## src/rtl/wb_commit_unit.sv

```systemverilog
// Writeback/commit stage: register-file write port, one-entry bypass of the
// last committed write, retired-instruction counter and the halt sequence
// (drain, dcache flush handshake, sticky halt).
module wb_commit_unit #(
    parameter int CNT_W         = 32,
    parameter int FLUSH_TIMEOUT = 1023
) (
    input  logic             CLK,
    input  logic             RST,
    input  logic             advance,
    input  logic             valid_wb,
    input  logic             regWr_wb,
    input  logic [4:0]       wsel_wb,
    input  logic [1:0]       MemToReg_wb,
    input  logic [31:0]      portO_wb,
    input  logic [31:0]      dmemload_wb,
    input  logic [31:0]      luiValue_wb,
    input  logic [31:0]      pcp4_wb,
    input  logic             halt_wb,
    input  logic             flush_done,
    output logic             rf_WEN,
    output logic [4:0]       rf_wsel,
    output logic [31:0]      rf_wdat,
    output logic             fwd_valid,
    output logic [4:0]       fwd_sel,
    output logic [31:0]      fwd_dat,
    output logic             flush_req,
    output logic             halt,
    output logic [CNT_W-1:0] retired
);

    typedef enum logic [1:0] {
        RUN,
        DRAIN,
        HALTED
    } commitState_t;

    // Wide enough to hold FLUSH_TIMEOUT itself (the value reached on the last DRAIN cycle).
    localparam int TO_W = (FLUSH_TIMEOUT < 1) ? 1 : $clog2(FLUSH_TIMEOUT + 1);

    commitState_t    state, nextState;
    logic [TO_W-1:0] timeoutCnt;
    logic            commit;
    logic            writeEn;
    logic            timeoutHit;

    // Commit qualification and register-file write enable.
    always_comb begin
        commit  = advance & valid_wb & (state == RUN);
        // NOTE: the enable is gated by RST so nothing reaches the register file
        // during the reset cycle, even though the flops ignore it anyway.
        writeEn = commit & regWr_wb & (wsel_wb != 5'd0) & ~halt_wb & ~RST;
    end

    // Write-data select; the data and select paths are left unconditioned.
    always_comb begin
        // NOTE: default first so every path assigns rf_wdat and no latch is inferred.
        rf_wdat = portO_wb;
        unique case (MemToReg_wb)
            2'd0: rf_wdat = portO_wb;
            2'd1: rf_wdat = dmemload_wb;
            2'd2: rf_wdat = luiValue_wb;
            2'd3: rf_wdat = pcp4_wb;
        endcase
    end

    assign rf_WEN  = writeEn;
    assign rf_wsel = wsel_wb;

    // Halt-sequence state register.
    always_ff @(posedge CLK) begin
        // NOTE: sequential state uses non-blocking assignments so every flop
        // samples pre-edge values regardless of statement order.
        if (RST) state <= RUN;
        else     state <= nextState;
    end

    // Timeout on the flush handshake: last DRAIN cycle is the FLUSH_TIMEOUT-th.
    assign timeoutHit = (timeoutCnt == TO_W'(FLUSH_TIMEOUT - 1));

    // Next-state logic for RUN -> DRAIN -> HALTED.
    always_comb begin
        nextState = state;
        unique case (state)
            RUN:     if (commit && halt_wb) nextState = DRAIN;
            DRAIN:   if (flush_done || timeoutHit) nextState = HALTED;
            HALTED:  nextState = HALTED;
            default: nextState = RUN;
        endcase
    end

    // Flush-wait counter: held at zero outside DRAIN, so it starts at zero on entry.
    always_ff @(posedge CLK) begin
        if (RST || state != DRAIN) timeoutCnt <= '0;
        else                       timeoutCnt <= timeoutCnt + TO_W'(1);
    end

    // Both outputs decode the state register directly, so they are glitch-free.
    assign flush_req = (state == DRAIN);
    assign halt      = (state == HALTED);

    // Bypass entry: captures the last register-file write and stays valid.
    always_ff @(posedge CLK) begin
        // NOTE: these are a handful of flops, not a RAM, so all of them are
        // reset to give the decode stage a known entry after reset.
        if (RST) begin
            fwd_valid <= 1'b0;
            fwd_sel   <= 5'd0;
            fwd_dat   <= 32'd0;
        end else if (writeEn) begin
            fwd_valid <= 1'b1;
            fwd_sel   <= rf_wsel;
            fwd_dat   <= rf_wdat;
        end
    end

    // Retired-instruction counter, saturating; HALT itself is not counted.
    always_ff @(posedge CLK) begin
        if (RST)                                       retired <= '0;
        else if (commit && !halt_wb && retired != '1)  retired <= retired + CNT_W'(1);
    end

endmodule

```

## config.mk

```make
export PLATFORM = sky130hd
export DESIGN_NAME = wb_commit_unit
export DESIGN_NICKNAME = d
export VERILOG_FILES = /design/src/rtl/wb_commit_unit.sv
export SDC_FILE = /design/constraint.sdc
export NUM_CORES = 1
export LEC_CHECK = 0
export ABC_AREA = 1
export CORE_ASPECT_RATIO = 0.5
export CORE_UTILIZATION = 37
export DETAILED_ROUTE_END_ITERATION = 8
export HOLD_SLACK_MARGIN = 0.12
export PLACE_DENSITY = 0.79
export SLEW_MARGIN = 20
export SYNTH_ARGS = -nofsm -noshare
export SYNTH_HDL_FRONTEND = slang
export SYNTH_SLANG_ARGS = --single-unit
```

## constraint.sdc

```tcl
create_clock -name CLK -period 1.81 [get_ports CLK]
set_input_delay 0.4525 -clock CLK [delete_from_list [all_inputs] [get_ports CLK]]
set_output_delay 0.4525 -clock CLK [all_outputs]
set_load 0.01 [all_outputs]
```

# After elaboration in Yosys (flattened, before gate mapping)
# Index checks and enable logic that the tools add are counted.
[word_totals]
register_bits = 82
inputBits = 142
output_inout_bits = 110
[op_classes]
addsub = 2
eq_ne = 10
mux = 4
n_bitwise = 8
reduce_logical = 10
[op_table]
columns = ["op", "n"]
rows = [
  ["case mux 32 bit (4 select lines)", 1],
  ["adder 32 x 1 -> 32 bit, second input constant", 1],
  ["!= test 32 bit, second input constant", 1],
  ["adder 10 x 1 -> 10 bit, second input constant", 1],
  ["== test 10 bit, second input constant", 1],
  ["AND 1 bit", 6],
  ["== test 2 bit, second input constant", 3],
  ["!= test 2 x 1 -> 1 bit, second input constant", 3],
  ["case mux 2 bit (3 select lines)", 1],
  ["nonzero test 5 bit", 1],
  ["== test 2 x 1 -> 1 bit, second input constant", 2],
  ["logical NOT 2 bit", 2],
  ["two-way mux 2 bit", 2],
  ["logical AND 1 bit", 3],
  ["logical OR 1 bit", 2],
  ["inverter 1 bit", 2],
  ["AND reduction 2 bit", 1],
  ["logical NOT 1 bit", 1],
]

# Depth between registers and ports, before layout
[depth]
word_depth = 6
mapped_depth = 11
ltp_nobuf = 10

# Worst setup path after synthesis
# OpenSTA, ideal clock, no wires.
[synth_path]
path_kind = "register to output"
startpoint = "reg state[0]"
endpoint = "out rf_WEN"
arrival_ns = 1.408
t_required_ns = 1.357
setup_slack_ns = -0.050
path_stages_with_launch = 9
cell_sequence = "dfxtp_1 > inv_1 > ha_1 > nand3_2 > nor2_4 > nand3_2 > nor2_2 > buf_4 > buf_6"
[synth_via]
elab_chain_cells = 6
[synth_rtl]
columns = ["element", "line", "source"]
rows = [
  ["start, declared", "41", "commitState_t state, nextState;"],
  ["start signal, assigned", "75", "else state <= nextState;"],
  ["logical NOT 2 bit", "49", "commit = advance & valid_wb & (state == RUN);"],
  ["AND 1 bit", "49", ""],
  ["AND 1 bit (4 in a row)", "52", "writeEn = commit & regWr_wb & (wsel_wb != 5'd0) & ~halt_wb & ~RST;"],
  ["end, declared", "21", "output logic rf_WEN,"],
]
# Every way passes these cells.

# Worst setup path after layout
[layout_path]
startpoint = "in MemToReg_wb[1]"
endpoint = "out rf_wdat[31]"
[layout_via]
elab_chain_cells = 2
elab_cells_between_ends = 5
classes_between = "eq/ne (3); mux (1); reduce/logical (1)"
[layout_rtl]
columns = ["element", "line", "source"]
rows = [
  ["start, declared", "14", "input logic [1:0] MemToReg_wb,"],
  ["== test 2 bit, or another cell as far along", "59", "unique case (MemToReg_wb)"],
  ["case mux 32 bit (4 select lines) (*)", "59", ""],
  ["end, declared", "23", "output logic [31:0] rf_wdat,"],
]
# Every way passes the cells marked *; elsewhere a longest branch is shown, timed or not.

==> results.yml <==
power:
  irDropWorstVdd_uv: 408
  power.net_switching_uw: 1490
  swShare_pct: 27.9
  pwr-share-comb_pct: 30.0
  power.total_uw: 5330
  pwr-share-clk_pct: 33.9
  intPower_uw: 3850
  share_seq_of_total_power_pct: 36.1
  powerDensity_nw_per_um2: 587
  p_leak_uw: 0.00425
yosys:
  synth_top_area_share_pct: 33.6
  yosysWarningCount: 0
  ys.flop_type: "dfxtp_1"
  avgSynthCellArea_sq_um: 6.15
  synth_seq_area_share_pct: 33.6
  synth-edff-count: 0
  ys_seq_elements: 82
  syn-instance-count: 794
  syn_nets: 943
  synth_common_cells: "nand2_1, nor2_1, dfxtp_1"
  synth_largest_area_cell: "dfxtp_1"
  ys_top_cells_by_area: "dfxtp_1, nand2_1, nor2_1, nand4_1, inv_1"
  synth_area_sq_um: 4880
  synth_most_common_cell: "nand2_1"
  ys_types: 33
  async_reset_ff_share_pct: 0
sta:
  hold_viol_final: 0
  rsz0062_at_grt: "true"
  timing.final.crit_share_pct: 106
  whs_ns: 0.472
  tightestPinTransition_ns: 0.320
  setup_ws_ns: -0.105
  fin_skew_ns: 0.0104
  max_freq_mhz: 522
  fin_crit_ns: 1.91
  slew_viol_final: 0
  maxSlewHeadroom_pct: 78.4
  finalSetupViolations: 23
worst_setup_path:
  worstRegToRegCells: 11
  critPathLaunchType: "input port"
  required_ns: 1.36
  arrival_ns: 1.46
  crit_fanout: 5
  crit_slowest_cell: "buf_2"
  cp_cell_sequence: "buf_8 > buf_6 > nor2_4 > buf_6 > buf_12 > buf_8 > buf_12 > nand2_2 > nand4_1 > buf_2"
  timing.rr.start: "retired[1]"
  critPathTopFamily: "buffers and inverters"
  path_buf_inv: 7
  cpPeakStageDelay_ns: 0.15
  cp-end-kind: "output pin"
  crit_type: "input port to output pin"
  worst_r2r_endpoint: "retired[30]"
  r2r_slack_ns: 0.09
route:
  wl_mm: 20.5
  vias: 6632
  firstDrtPassIters: 5
  postRouteAntennaNets: 0
  drcViolationCount: 0
  drtIter0Drc: 353
  routedWlPerCell_microns: 15.5
  via_per_inst: 5.00
global_route:
  grt_first_pass_wirelength_mm: 31.2
  antenna_found_initial: 0
  grt_max_degree: 39
  grt-ovfl-total: 0
  grt_pass1_vias: 6418
  grt_usage_pct: 28.7
cts:
  clock_path_buffers: 2
  clkLatencyLatePin_ns: 0.33
  cts_buffers: 9
  cts_sinks: 82
  cts_root_buf: "clkbuf_16"
  ctsHoldBuffers: 0
  tritoncts: "done"
  clk_pin_slew_ns: 0.06
  htree_levels: 3
finish:
  fin_cells: 1326
  diodes: 0
  drive_gt1_share_pct: 23.2
  nets: 1301
  fill_cells: 1027
  finalInstanceArea_sq_um: 9090
  syn2layout_area_growth_pct: 86.3
placement:
  dp_worst_setup_slack_ns: -0.961
  portBuffers: 251
  dpl_cell_area_sq_um: 8090
  dpl.hpwl_mm: 14.2
  finalWeightedCongestion: 0.884
  dpl.cell_count: 1257
floorplan:
  io-pin-count: 252
  core_sq_um: 12800
  die_area_sq_um: 13700
  die_w_microns: 164
  fp.dieH_microns: 83.2
  start_util_pct: 38.2
  num_rows: 29
outcome:
  status: "complete, but fails checks"
  violations: "setup timing"
hold_path:
  holdCritStartpoint: "fwd_dat[6]"
  min_to: "fwd_dat[6]"
  hold_path.class: "register to register"
  whs_path_depth: 2
flow_run:
  cap_violations: 0
-- worst register-to-register path, stage by stage, from the launching register on --
cell and delay [ns]:
dfxtp_2 0.35, ha_2 0.20, nand2_1 0.11, nor2_4 0.19
nand2_2 0.11, nor2_4 0.13, nand2_4 0.10, buf_12 0.17
nand2_1 0.07, nor2_1 0.04, nor2_1 0.09, nor2_1 0.05
-- repair_timing --
| item | in CTS | in global routing |
|---|---|---|
| gates cloned | 2 | 3 |
| endpoints found under the setup margin | 70 | 106 |
| pin swaps | 31 | 28 |
| buffers inserted | 35 | 20 |
| gates resized for setup | 223 | 82 |
-- metal layers --
metal | track usage (%) | wire (microns) | up-vias
met4 | 10.9 | 723 | 0
met2 | 50.4 | 10000 | 281
met1 | 34.2 | 8500 | 3035
met5 | 0 | 0 | -
li1 | - | - | 3252
met3 | 5.84 | 1280 | 64
-- sequential cells by signal (all words and copies together), names as in the netlist --
| name | cells |
|---|---|
| retired | 32 |
| timeoutCnt | 10 |
| state | 2 |
| fwd_dat | 32 |
| fwd_sel | 5 |
| fwd_valid | 1 |
-- worst max-delay path by stage --
stage | from | to | depth (start not counted)
3_3_place_gp | MemToReg_wb[1] | rf_wdat[0] | 8
4_1_cts | dmemload_wb[0] | rf_wdat[0] | 5
3_5_place_dp | MemToReg_wb[1] | rf_wdat[0] | 8
6_report | MemToReg_wb[1] | rf_wdat[31] | 10
5_1_grt | MemToReg_wb[1] | rf_wdat[29] | 10
2_1_floorplan | state[1] | rf_WEN | 8
-- cells in the final DEF (no fill, tap or decap), types with 2 or more instances in the layout --
cell type	synthesis	routed
o21ai_1	1	4
nand2_2	4	27
dfxtp_2	0	7
nand3b_1	4	4
nand3_1	40	38
o21ai_2	0	7
inv_1	65	57
buf_12	0	13
buf_4	8	105
o21ai_0	31	21
nor2_4	6	9
buf_8	0	4
clkinv_2	0	2
nor2_2	5	7
clkbuf_16	0	12
nor3_1	9	9
clkdlybuf4s50_1	0	181
dfxtp_1	82	75
buf_6	6	14
nand3_4	0	2
inv_4	0	3
clkdlybuf4s15_1	0	4
dlymetal6s2s_1	0	18
inv_2	1	5
a31oi_1	3	3
buf_2	9	29
xor2_1	3	3
nor2_1	149	144
nand3_2	2	2
nand2_1	251	220
nand4_1	42	42
ha_1	7	5
a21oi_1	41	41
dlygate4sd2_1	0	13
nand2_4	1	9
-- logic make-up (layout without fill, tap and decap cells) --
logic type | after synthesis | count (layout) | share of synthesized area [%]
simple gates | 520 | 520 | 46.1
buf+inv | 104 | 466 | 9.77
flops | 82 | 82 | 33.6
compound gates | 77 | 77 | 8.02
fa+ha+maj | 7 | 7 | 1.79
xor+xnor | 4 | 4 | 0.718
-- power by group through the flow --
stage | Clock, uW | Combinational, uW | Sequential, uW
floorplan | 0 | 482 | 1980
global placement | 0 | 1380 | 1950
detailed placement | 0 | 1400 | 1960
CTS | 1830 | 1490 | 1920
global route | 1920 | 1720 | 1930
finish | 1810 | 1600 | 1920
-- cell type report --
cell class | instances | area (sq um) | area share, %
inverter | 67 | 272 | 2.99
sequential | 82 | 1650 | 18.2
tap | 170 | 213 | 2.34
multi-input combinational | 608 | 2990 | 32.9
clock inverter | 5 | 56.3 | 0.619
clock buffer | 10 | 229 | 2.52
timing repair buffer | 384 | 3680 | 40.4
-- through the flow --
| step | utilization [%] | setup TNS, ns |
|---|---|---|
| 4_1_cts | 68.1 | -0.846 |
| 3_5_place_dp | 63.4 | -52.65 |
| 2_1_floorplan | - | 0 |
| 5_1_grt | 71.2 | -2.85 |
| 6_report | 71.2 | -1.64 |
| 3_3_place_gp | 63.4 | -48.49 |
(Power assumes the default switching activity.)
